==> src/rtl/operand_bus_arbiter_pkg.sv <==
// Shared definitions for the operand bus arbiter: state encoding and default widths.
package operand_bus_arbiter_pkg;

    localparam int DATA_W_DEF = 16;
    localparam int HOLD_W     = 4;

    typedef enum logic [1:0] {
        IDLE   = 2'b00,
        GRANT0 = 2'b01,
        GRANT1 = 2'b10
    } arb_state_e;

endpackage

==> src/rtl/MUX_2to1.sv <==
// Plain 2:1 data mux; select=0 passes in0, select=1 passes in1.
module MUX_2to1
    import operand_bus_arbiter_pkg::*;
#(
    parameter int W = DATA_W_DEF
) (
    input  logic [W-1:0] in0,
    input  logic [W-1:0] in1,
    input  logic         select,
    output logic [W-1:0] out
);

    assign out = select ? in1 : in0;

endmodule

==> src/rtl/operand_bus_arbiter.sv <==
// Round-robin arbiter for two requesters sharing one data path, with a hold
// limit on consecutive grants and a one-entry valid/ready output register.
module operand_bus_arbiter
    import operand_bus_arbiter_pkg::*;
#(
    parameter int DATA_W   = DATA_W_DEF,
    parameter int MAX_HOLD = 4
) (
    input  logic              clk,
    input  logic              rst_n,
    input  logic              req0,
    input  logic              req1,
    input  logic [DATA_W-1:0] data0,
    input  logic [DATA_W-1:0] data1,
    output logic              ack0,
    output logic              ack1,
    output logic              sel,
    output logic              out_valid,
    output logic [DATA_W-1:0] out_data,
    input  logic              out_ready
);

    localparam logic [HOLD_W-1:0] MAX_HOLD_C = HOLD_W'(MAX_HOLD);

    arb_state_e        state_q, state_d;
    logic              last_q, last_d;
    logic [HOLD_W-1:0] hold_cnt_q, hold_cnt_d;
    logic              out_valid_q, out_valid_d;
    logic [DATA_W-1:0] out_data_q, out_data_d;

    logic              cap;
    logic [HOLD_W:0]   hold_inc;
    logic              hold_limit;
    logic [DATA_W-1:0] mux_out;

    // The output register can take a new word if empty or being drained now.
    assign cap        = ~out_valid_q | out_ready;
    assign hold_inc   = {1'b0, hold_cnt_q} + {{HOLD_W{1'b0}}, 1'b1};
    // ">=" rather than "==" so a saturated counter still yields to a late requester.
    assign hold_limit = (hold_inc >= {1'b0, MAX_HOLD_C});

    MUX_2to1 #(
        .W (DATA_W)
    ) u_mux (
        .in0    (data0),
        .in1    (data1),
        .select (sel),
        .out    (mux_out)
    );

    // Arbitration FSM: next state, owner history, hold counter, acks and select.
    always_comb begin
        state_d    = state_q;
        last_d     = last_q;
        hold_cnt_d = hold_cnt_q;
        ack0       = 1'b0;
        ack1       = 1'b0;
        sel        = last_q;
        case (state_q)
            IDLE: begin
                sel = last_q;
                if (req0 && req1) begin
                    state_d    = last_q ? GRANT0 : GRANT1;
                    hold_cnt_d = '0;
                end else if (req0) begin
                    state_d    = GRANT0;
                    hold_cnt_d = '0;
                end else if (req1) begin
                    state_d    = GRANT1;
                    hold_cnt_d = '0;
                end
            end
            GRANT0: begin
                sel  = 1'b0;
                ack0 = req0 & cap;
                if (!req0) begin
                    state_d    = req1 ? GRANT1 : IDLE;
                    hold_cnt_d = '0;
                end else if (ack0) begin
                    last_d     = 1'b0;
                    hold_cnt_d = hold_limit ? MAX_HOLD_C : hold_inc[HOLD_W-1:0];
                    if (hold_limit && req1) begin
                        state_d    = GRANT1;
                        hold_cnt_d = '0;
                    end
                end
            end
            GRANT1: begin
                sel  = 1'b1;
                ack1 = req1 & cap;
                if (!req1) begin
                    state_d    = req0 ? GRANT0 : IDLE;
                    hold_cnt_d = '0;
                end else if (ack1) begin
                    last_d     = 1'b1;
                    hold_cnt_d = hold_limit ? MAX_HOLD_C : hold_inc[HOLD_W-1:0];
                    if (hold_limit && req0) begin
                        state_d    = GRANT0;
                        hold_cnt_d = '0;
                    end
                end
            end
            default: begin
                state_d = IDLE;
            end
        endcase
    end

    // Output register: load the muxed word on any ack, empty it when drained.
    always_comb begin
        out_valid_d = out_valid_q;
        out_data_d  = out_data_q;
        if (ack0 || ack1) begin
            out_valid_d = 1'b1;
            out_data_d  = mux_out;
        end else if (out_valid_q && out_ready) begin
            out_valid_d = 1'b0;
        end
    end

    // State registers; reset drops any pending word and favours requester 0 next.
    always_ff @(posedge clk or negedge rst_n) begin
        if (!rst_n) begin
            state_q     <= IDLE;
            last_q      <= 1'b1;
            hold_cnt_q  <= '0;
            out_valid_q <= 1'b0;
            out_data_q  <= '0;
        end else begin
            state_q     <= state_d;
            last_q      <= last_d;
            hold_cnt_q  <= hold_cnt_d;
            out_valid_q <= out_valid_d;
            out_data_q  <= out_data_d;
        end
    end

    assign out_valid = out_valid_q;
    assign out_data  = out_data_q;

endmodule

==> config.mk <==
export PLATFORM = sky130hd
export DESIGN_NAME = operand_bus_arbiter
export DESIGN_NICKNAME = d
export VERILOG_FILES = /design/src/rtl/operand_bus_arbiter_pkg.sv /design/src/rtl/MUX_2to1.sv /design/src/rtl/operand_bus_arbiter.sv
export SDC_FILE = /design/constraint.sdc
export NUM_CORES = 1
export LEC_CHECK = 0
export BUFFER_PORTS_ARGS = -buffer_cell sky130_fd_sc_hd__buf_2
export CORE_AREA = 5 5 70 53
export DETAILED_ROUTE_END_ITERATION = 12
export DIE_AREA = 0 0 75 58
export PLACE_DENSITY_LB_ADDON = 0.12
export RECOVER_POWER = 25
export SYNTH_ARGS = -nofsm -noshare
export SYNTH_HDL_FRONTEND = slang
export SYNTH_SLANG_ARGS = --single-unit
==> constraint.sdc <==
create_clock -name clk -period 2.6 [get_ports clk]
set_input_delay 0.52 -clock clk [delete_from_list [all_inputs] [get_ports clk]]
set_output_delay 0.52 -clock clk [all_outputs]
set_load 0.03 [all_outputs]
==> results of run 1 <==
-- synthesized netlist by cell type (2+ instances only) --
cell and number:
o21ai_0 3, dfrtp_1 23, or2b_1 2, a31oi_1 2, buf_2 4, nand2b_1 2, nor2b_1 3, inv_1 7
ha_1 6, mux2i_1 17, mux2_2 2, nor2_1 21, nand2_1 3, a21oi_1 23
-- power breakdown --
group / total [W] / switching (W) / internal, W
registers: 0.000639 / 0.0000982 / 0.000541
clock network: 0.000248 / 0.000113 / 0.000135
logic: 0.00132 / 0.000829 / 0.000494
-- logic make-up after synthesis --
group	Yosys count
AO/OA/AOI/OAI	32
AND/OR/NAND/NOR	36
flip-flops	24
multiplexers	20
adder cells (fa/ha/maj)	6
buffers and inverters	12
-- state kept, by name, summed over array words and instances (netlist names) --
name,count
out_valid,1
last_q,1
out_data,16
state_q,2
hold_cnt_q,4
-- cell usage in the layout, fill, tap and decap left out, types with 2 or more instances in the layout --
cell / instances
buf_2: 55
a21oi_1: 23
dfrtp_1: 23
nor2_1: 20
mux2i_1: 17
inv_1: 7
ha_1: 6
clkbuf_8: 4
nor2b_1: 3
nand2_1: 3
o21ai_0: 3
nor2_2: 2
or2b_1: 2
nand2b_1: 2
mux2_2: 2
a31oi_1: 2
buf_4: 2
-- area by class of cell --
type / count / area [um^2]
Timing Repair Buffer: 58 / 294.0
Sequential cell: 24 / 601.8
Inverter: 7 / 26.28
Multi-Input combinational cell: 94 / 654.4
Tap cell: 38 / 47.55
Clock buffer: 4 / 55.05
Fill cell: 265 / 1320
-- final timing paths --
path | start | end | slack (ns) | depth (start not counted)
worst max-delay path | state_q[0] | sel | 0.27 | 5
worst min-delay path | rst_n | out_data[7] | 0.50 | 1
worst max register to register | state_q[0] | out_data[10] | 0.57 | 6
worst min register to register | hold_cnt_q[0] | hold_cnt_q[0] | 0.53 | 1
max in group asynchronous | rst_n | out_data[14] | 1.36 | 1
min in group clk | hold_cnt_q[0] | hold_cnt_q[0] | 0.53 | 1
-- worst max-delay path: stages (launching register included) --
cell and delay (ns):
dfrtp_1 0.40, inv_1 0.08, ha_1 0.37, mux2i_4 0.43, inv_1 0.08, buf_2 0.19
-- through the flow --
step                utilization  power (W)
floorplan                     -   0.001636
global placement         0.5419   0.001932
detailed placement       0.5419   0.001983
CTS                      0.5603   0.002239
global route             0.5599   0.002366
finish                   0.5599   0.002210
-- routing by layer --
layer	track usage	share of wire
met5	0	0
met4	0.02284	0.0035
met3	0.04679	0.090
met2	0.2444	0.48
met1	0.1765	0.43
==> run_results.csv, run 1 <==
group,metric,value,unit
synthesis,yosysWarnings,0,
synthesis,synth_xor_area_frac,0,
synthesis,syn_inst,130,
timing,holdWs,0.4998,ns
detailed_routing,drc,0,
run,maxCapViolations,0,
pwr,ir_drop,0.4821,mV
placement,numPortBuffers,56,
timing,period_share,0.8981,
final_layout,diodes,0,
clocking,clockRootBuffer,"clkbuf_8",
synthesis,synth_edf_count,0,
critical_path,worstSetupEndpointType,"output port",
synthesis,netlist.top_cell.by_area,"dfrtp_1",
synthesis,syn-cell-area,0.001308,mm^2
timing,max_slew_margin,0.1655,
synthesis,ys_ff_latch,24,
synthesis,synth_top_family_by_area,"multiplexers",
floorplanning,coreArea,0.002999,mm^2
final_layout,flow.area_growth_from_synthesis,28.42,%
critical_path,crit_arrival,1.81,ns
placement,place_area,0.001625,mm^2
timing,rsz0062_at_grt,"false",
detailed_routing,antenna_left,0,
clocking,worst_skew_pair.late_latency,0.26,ns
synthesis,synth_nets,173,
outcome,run_status,"finished, final reports clean",
clocking,cts_resized,0,
final_layout,design_area,0.001679,mm^2
clocking,htreeDepth,1,
synthesis,syn_area_per_cell,10.06,um^2
global_routing,grt_pass1_wl,4850,um
pwr,p_leak,0.9029,nW
final_layout,fin_nets,231,
critical_path,critPathLaunchType,"flop",
placement,dp_cells,221,
synthesis,synth-seq-area-share,0.4603,
clocking,cts_sinks,24,
timing,final-setup-viol-count,0,
synthesis,synthAdderAreaFrac,0.05742,
floorplanning,rows,17,
critical_path,critPathRequiredTime,2.08,ns
clocking,post-cts-setup-buffer-count,0,
floorplanning,die_area,0.004350,mm^2
clocking,cts-hold-fix-buffers,0,
detailed_routing,routed_via_density,5.129,
synthesis,synth-compound-area-share,0.1455,
synthesis,yosysUniqueCellTypes,26,
timing,final_hold_viol_count,0,
synthesis,yosys-top-cells-area,"dfrtp_1 44%, mux2i_1 13%, a21oi_1 8.8%, nor2_1 6.0%, ha_1 5.7%",
synthesis,async_reset_ff_frac,1.000,
clocking,cts_tree,"done",
floorplanning,pin_count,57,
clocking,clock_path_buffers,2,
global_routing,track_usage,0.1424,
placement,gp_congestion,0.8914,
detailed_routing,first_pass_iters,4,
synthesis,synth.top_cell.area_share,0.4402,
clocking,clk_pin_slew,0.08,ns
hold_path,hold_class,"input port to asynchronous set/reset pin",
timing,report.final.slew_viol_count,0,
global_routing,antenna_found_initial,0,
placement,hpwl,2463,um
final_layout,fin_cells,225,
global_routing,grt_start_max_net_pins,33,
floorplanning,initial_utilization,0.4360,
timing,layout_setup_ws,0.2650,ns
detailed_routing,wl_per_cell,13.81,um
global_routing,grt_overflow,0,
synthesis,synthMuxAreaShare,0.1646,
placement,preCtsSetupSlack,0.5314,ns
floorplanning,die_y,58,um
timing,finalCriticalPeriod,2.335,ns
floorplanning,die_w,75,um
critical_path,worstSetupPathType,"flop to output port",
detailed_routing,postRouteWirelength,3107,um
critical_path,crit_fanout,7,
detailed_routing,via_count,1154,
synthesis,synthFlopType,"dfrtp_1",
clocking,cts_buffers,3,
final_layout,drive_gt1_frac,0.3797,
timing,fmax,0.4283,GHz
timing,worst-slew-pin-transition,1.252,ns
synthesis,yosys.area_share.simple,0.1311,
pwr,power.density,1316,mW/mm^2
detailed_routing,drtIter0Drc,102,
timing,tns,0,ns
timing,skew,0.001622,ns
global_routing,grt_pass1_vias,1150,
Power figures use the tool's default switching activity.
==> run 2: changes to the inputs <==
- REMOVE_ABC_BUFFERS: unset -> 1
==> run 2 against run 1 <==
  * First-iteration DRC count down 74%
  * Via count is 2.3% lower
  * Power decreased by 1.7%
  * Clock power decreased by 10%
  * Sequential power barely moved
  * Sequential share of layout area is 0.21 points higher
  * Clock skew grew 0.0035 ns
  * Largest cell class unchanged
==> run_results.csv, run 2 (same netlist as run 1, synthesis figures left out) <==
group,metric,value,unit
timing,final-setup-viol-count,0,
global_routing,grt_pass1_wl,4995,um
critical_path,crit_fanout,4,
timing,period_share,0.8162,
timing,tns,0,ns
critical_path,crit_arrival,1.60,ns
final_layout,register_area,601.8,um^2
pwr,p_switching,0.001028,W
pwr,p_seq_frac,0.295,
detailed_routing,wl_per_cell,13.48,um
detailed_routing,drc,0,
clocking,cts_resized,0,
timing,fmax,0.4712,GHz
clocking,clock_path_buffers,2,
clocking,clockRootBuffer,"clkbuf_8",
pwr,combPwrFrac,0.603,
floorplanning,pin_count,57,
floorplanning,die_y,58,um
clocking,post-cts-setup-buffer-count,0,
global_routing,grt_pass1_vias,1150,
final_layout,fin_nets,231,
critical_path,crit_start,"state_q[0]",
clocking,cts_tree,"done",
critical_path,r2r_start,"state_q[0]",
hold_path,hold_class,"input port to asynchronous set/reset pin",
clocking,cts-hold-fix-buffers,0,
timing,max_slew_margin,0.1271,
critical_path,critPathLaunchType,"flop",
clocking,worst_skew_pair.late_latency,0.26,ns
clocking,cts_buffers,3,
detailed_routing,routed_via_density,5.009,
final_layout,flow.area_growth_from_synthesis,27.66,%
final_layout,largest_reg_flops,16,
placement,dp_cells,221,
clocking,cts_sinks,24,
timing,skew,0.005134,ns
detailed_routing,drtIter0Drc,27,
pwr,swShare,0.4734,
pwr,power.density,1301,mW/mm^2
global_routing,grt_start_max_net_pins,33,
floorplanning,initial_utilization,0.4360,
detailed_routing,antenna_left,0,
timing,final_hold_viol_count,0,
pwr,p_int,0.001143,W
timing,rsz0062_at_grt,"false",
run,maxCapViolations,0,
floorplanning,rows,17,
critical_path,path_cells,"inv_1 > ha_1 > mux2i_4 > inv_1 > buf_2",
critical_path,critPathRequiredTime,2.08,ns
timing,finalCriticalPeriod,2.122,ns
floorplanning,die_w,75,um
final_layout,final_cell_mix,"55 x buf_2, 23 x a21oi_1, 23 x dfrtp_1",
critical_path,worstSetupPathType,"flop to output port",
critical_path,cp_slowest_cell,"dfrtp_1",
final_layout,multiInputGateArea,654.4,um^2
detailed_routing,via_count,1127,
pwr,p_leak,0.8969,nW
critical_path,path_depth,5,
pwr,clkPwrFrac,0.102,
global_routing,grt_overflow,0,
clocking,htreeDepth,1,
global_routing,track_usage,0.1452,
final_layout,drive_gt1_frac,0.3743,
final_layout,nFillCells,281,
detailed_routing,first_pass_iters,4,
timing,report.final.slew_viol_count,0,
critical_path,cpMostUsedCell,"inv_1",
final_layout,diodes,0,
critical_path,path_buf_inv,3,
placement,gp_congestion,0.9871,
detailed_routing,postRouteWirelength,3032,um
placement,hpwl,2350,um
final_layout,fin_cells,225,
clocking,clk_pin_slew,0.08,ns
placement,numPortBuffers,56,
global_routing,antenna_found_initial,0,
critical_path,max_stage_delay,0.40,ns
pwr,ir_drop,0.6031,mV
timing,worst-slew-pin-transition,1.309,ns
critical_path,critPathTopFamily,"flip-flops",
critical_path,reg2reg_depth,6,
floorplanning,die_area,0.004350,mm^2
critical_path,worstSetupEndpointType,"output port",
final_layout,layout_commonest_cell,"buf_2",
floorplanning,coreArea,0.002999,mm^2
outcome,run_status,"finished, final reports clean",
## run 2: routing by layer
layer / routed length [um] / GRT usage / vias up
met5: 0 / 0 / -
met4: 8 / 0.02538 / 0
met3: 212 / 0.03986 / 2
met2: 1502 / 0.2593 / 31
met1: 1309 / 0.1749 / 534
li1: - / - / 560
## run 2: power by group through the flow
stage,sequential (W),clock [W],combinational [W]
6_report,0.000640,0.000223,0.00131
5_1_grt,0.000661,0.000244,0.00142
4_1_cts,0.000641,0.000232,0.00132
3_5_place_dp,0.000645,0,0.00132
3_3_place_gp,0.000635,0,0.00129
2_1_floorplan,0.000897,0,0.000710
## run 2: layout make-up
class                           instances  share of cell area
Clock buffer                            4             0.02699
Inverter                                7             0.01574
Multi-Input combinational cell         94              0.3921
Sequential cell                        24              0.3606
Tap cell                               38             0.02849
Timing Repair Buffer                   58              0.1762
## run 2: worst paths after layout
check | end | slack [ns]
hold reg to reg | hold_cnt_q[0] | 0.52
setup / recovery | sel | 0.48
max in group asynchronous | out_data[4] | 1.30
hold / removal | hold_cnt_q[0] | 0.52
setup reg to reg | state_q[1] | 0.59
min in group clk | hold_cnt_q[0] | 0.52
## run 2: metrics by stage
step	hold slack [ns]	worst slack (ns)	instance area [um^2]	total power (W)	utilization
after floorplan	0.2244	0.3776	1280	0.001606	-
after global placement	0.4945	0.7019	1625	0.001924	0.5419
after detailed placement	0.5163	0.5884	1625	0.001970	0.5419
after CTS	0.2444	0.4521	1670	0.002197	0.5569
after global routing	0.5381	0.3473	1669	0.002330	0.5565
final	0.5206	0.4778	1669	0.002172	0.5565
==> run 3: changes to the inputs <==
- clock period: 2.6 -> 2 ns (I/O delays scaled with it)
==> run 3 against run 2 <==
  * Final cell count increased by 1.8%
  * Flip-flop and latch count unchanged
  * Global-route usage shrank 0.19 points
  * Core utilization increased by 2.0 points
  * Wire length down 3.9%
  * Clock skew hardly changed
  * Critical path depth is the same
  * Critical path type unchanged
==> run_results.csv, run 3 (same netlist as run 1, synthesis figures left out) <==
group,metric,value,unit
pwr,swShare,0.4554,
critical_path,crit_fanout,3,
pwr,clkPwrFrac,0.110,
critical_path,reg2reg_depth,6,
critical_path,critPathTopFamily,"flip-flops",
final_layout,drive_gt1_frac,0.4136,
critical_path,worstSetupPathType,"flop to output port",
critical_path,r2r_start,"state_q[0]",
pwr,p_int,0.001604,W
placement,dp_cells,223,
final_layout,register_area,601.8,um^2
timing,max_slew_margin,0.1539,
pwr,ir_drop,0.9345,mV
final_layout,nFillCells,275,
hold_path,hold_class,"input port to asynchronous set/reset pin",
clocking,clk_pin_slew,0.08,ns
timing,worst-slew-pin-transition,1.269,ns
detailed_routing,drtIter0Drc,42,
floorplanning,pin_count,57,
detailed_routing,postRouteWirelength,2913,um
timing,holdWs,0.3849,ns
pwr,p_seq_frac,0.280,
clocking,clock_path_buffers,2,
floorplanning,rows,17,
timing,final-setup-viol-count,0,
timing,fmax,0.5228,GHz
floorplanning,die_w,75,um
placement,preCtsSetupSlack,0.1323,ns
final_layout,layout_commonest_cell,"buf_2",
global_routing,grt_pass1_vias,1113,
floorplanning,initial_utilization,0.4360,
critical_path,path_depth,5,
pwr,p_switching,0.001341,W
critical_path,cpMostUsedCell,"inv_1",
pwr,p_leak,0.9194,nW
pwr,power.density,1704,mW/mm^2
timing,final_hold_viol_count,0,
clocking,clockRootBuffer,"clkbuf_8",
final_layout,finish.utilization,0.5766,
clocking,worst_skew_pair.late_latency,0.26,ns
outcome,run_status,"finished, final reports clean",
detailed_routing,routed_via_density,4.873,
floorplanning,coreArea,0.002999,mm^2
detailed_routing,drc,0,
clocking,cts_tree,"done",
clocking,htreeDepth,1,
global_routing,grt_start_max_net_pins,33,
final_layout,flow.area_growth_from_synthesis,32.25,%
placement,numPortBuffers,56,
critical_path,critPathRequiredTime,1.60,ns
detailed_routing,antenna_left,0,
clocking,cts_buffers,3,
placement,gp_congestion,0.9068,
critical_path,crit_arrival,1.51,ns
final_layout,fin_cells,229,
clocking,cts_sinks,24,
global_routing,grt_pass1_wl,4850,um
critical_path,reg2reg_to,"state_q[0]",
timing,report.final.slew_viol_count,0,
pwr,power,0.002946,W
clocking,cts-hold-fix-buffers,0,
critical_path,critPathLaunchType,"flop",
critical_path,ff2ff_setup_slack,0.19,ns
floorplanning,die_area,0.004350,mm^2
floorplanning,die_y,58,um
final_layout,multiInputGateArea,671.9,um^2
final_layout,final_cell_mix,"54 x buf_2, 23 x a21oi_1, 23 x dfrtp_1",
placement,hpwl,2308,um
detailed_routing,first_pass_iters,4,
final_layout,diodes,0,
timing,skew,0.005631,ns
critical_path,cp_slowest_cell,"dfrtp_1",
final_layout,largest_reg_flops,16,
pwr,combPwrFrac,0.610,
timing,period_share,0.9564,
detailed_routing,via_count,1116,
run,maxCapViolations,0,
timing,rsz0062_at_grt,"false",
critical_path,max_stage_delay,0.38,ns
global_routing,track_usage,0.1433,
final_layout,fin_nets,235,
critical_path,path_cells,"inv_1 > ha_4 > mux2i_4 > inv_1 > buf_2",
global_routing,grt_overflow,0,
timing,finalCriticalPeriod,1.913,ns
timing,layout_setup_ws,0.08721,ns
critical_path,worstSetupEndpointType,"output port",
detailed_routing,wl_per_cell,12.72,um
global_routing,antenna_found_initial,0,
critical_path,path_buf_inv,3,
==> run 3: cell count changes in the layout (fill, tap and decap cells not counted), sizes merged <==
cell / change
buf: +3
clkbuf: +1
==> run 3: layout make-up <==
type                            instances  share of cell area
Clock buffer                            4             0.03184
Tap cell                               38             0.02750
Multi-Input combinational cell         94              0.3886
Timing Repair Buffer                   62              0.1889
Sequential cell                        24              0.3480
Inverter                                7             0.01520
==> run 3: stage by stage <==
step           TNS [ns]  cell area (um^2)
3_3_place_gp          0              1640
4_1_cts               0              1708
2_1_floorplan    -3.649              1280
5_1_grt               0              1729
3_5_place_dp          0              1640
6_report              0              1729
==> run 3: layer usage <==
metal / track usage / vias up / wire length [um]
li1: - / 573 / -
met1: 0.1756 / 508 / 1249
met3: 0.05199 / 2 / 223
met4: 0.03299 / 0 / 8
met5: 0 / - / 0
met2: 0.2395 / 33 / 1431
==> run 3: worst register-to-register path, cell delays in order (launching register included) <==
cell	delay (ns)
dfrtp_1	0.39
inv_2	0.07
ha_2	0.21
a22oi_4	0.26
nor2_2	0.06
nor4_2	0.35
mux2_2	0.37
==> run 3: what timing repair did <==
action / in CTS / in global routing
buffers inserted: 0 / 2
endpoints found under the setup margin: 1 / 5
resized for setup: 1 / 4
cloned: 0 / 0
==> run 3: how the worst max path moves through the flow <==
stage	start	to	slack, ns
after floorplan	state_q[0]	out_data[0]	-0.22
after global placement	state_q[0]	state_q[0]	0.19
after detailed placement	state_q[0]	state_q[0]	0.13
after CTS	state_q[0]	sel	0.002
after global routing	state_q[0]	ack1	0.005
final	state_q[1]	sel	0.09
==> run 3: power by group through the flow <==
| stage | Clock (W) | Sequential, W | Combinational (W) |
|---|---|---|---|
| floorplan | 0 | 0.00117 | 0.000922 |
| global placement | 0 | 0.000827 | 0.00171 |
| detailed placement | 0 | 0.000837 | 0.00175 |
| CTS | 0.000336 | 0.000831 | 0.00178 |
| global route | 0.000357 | 0.000859 | 0.00197 |
| finish | 0.000323 | 0.000825 | 0.00180 |
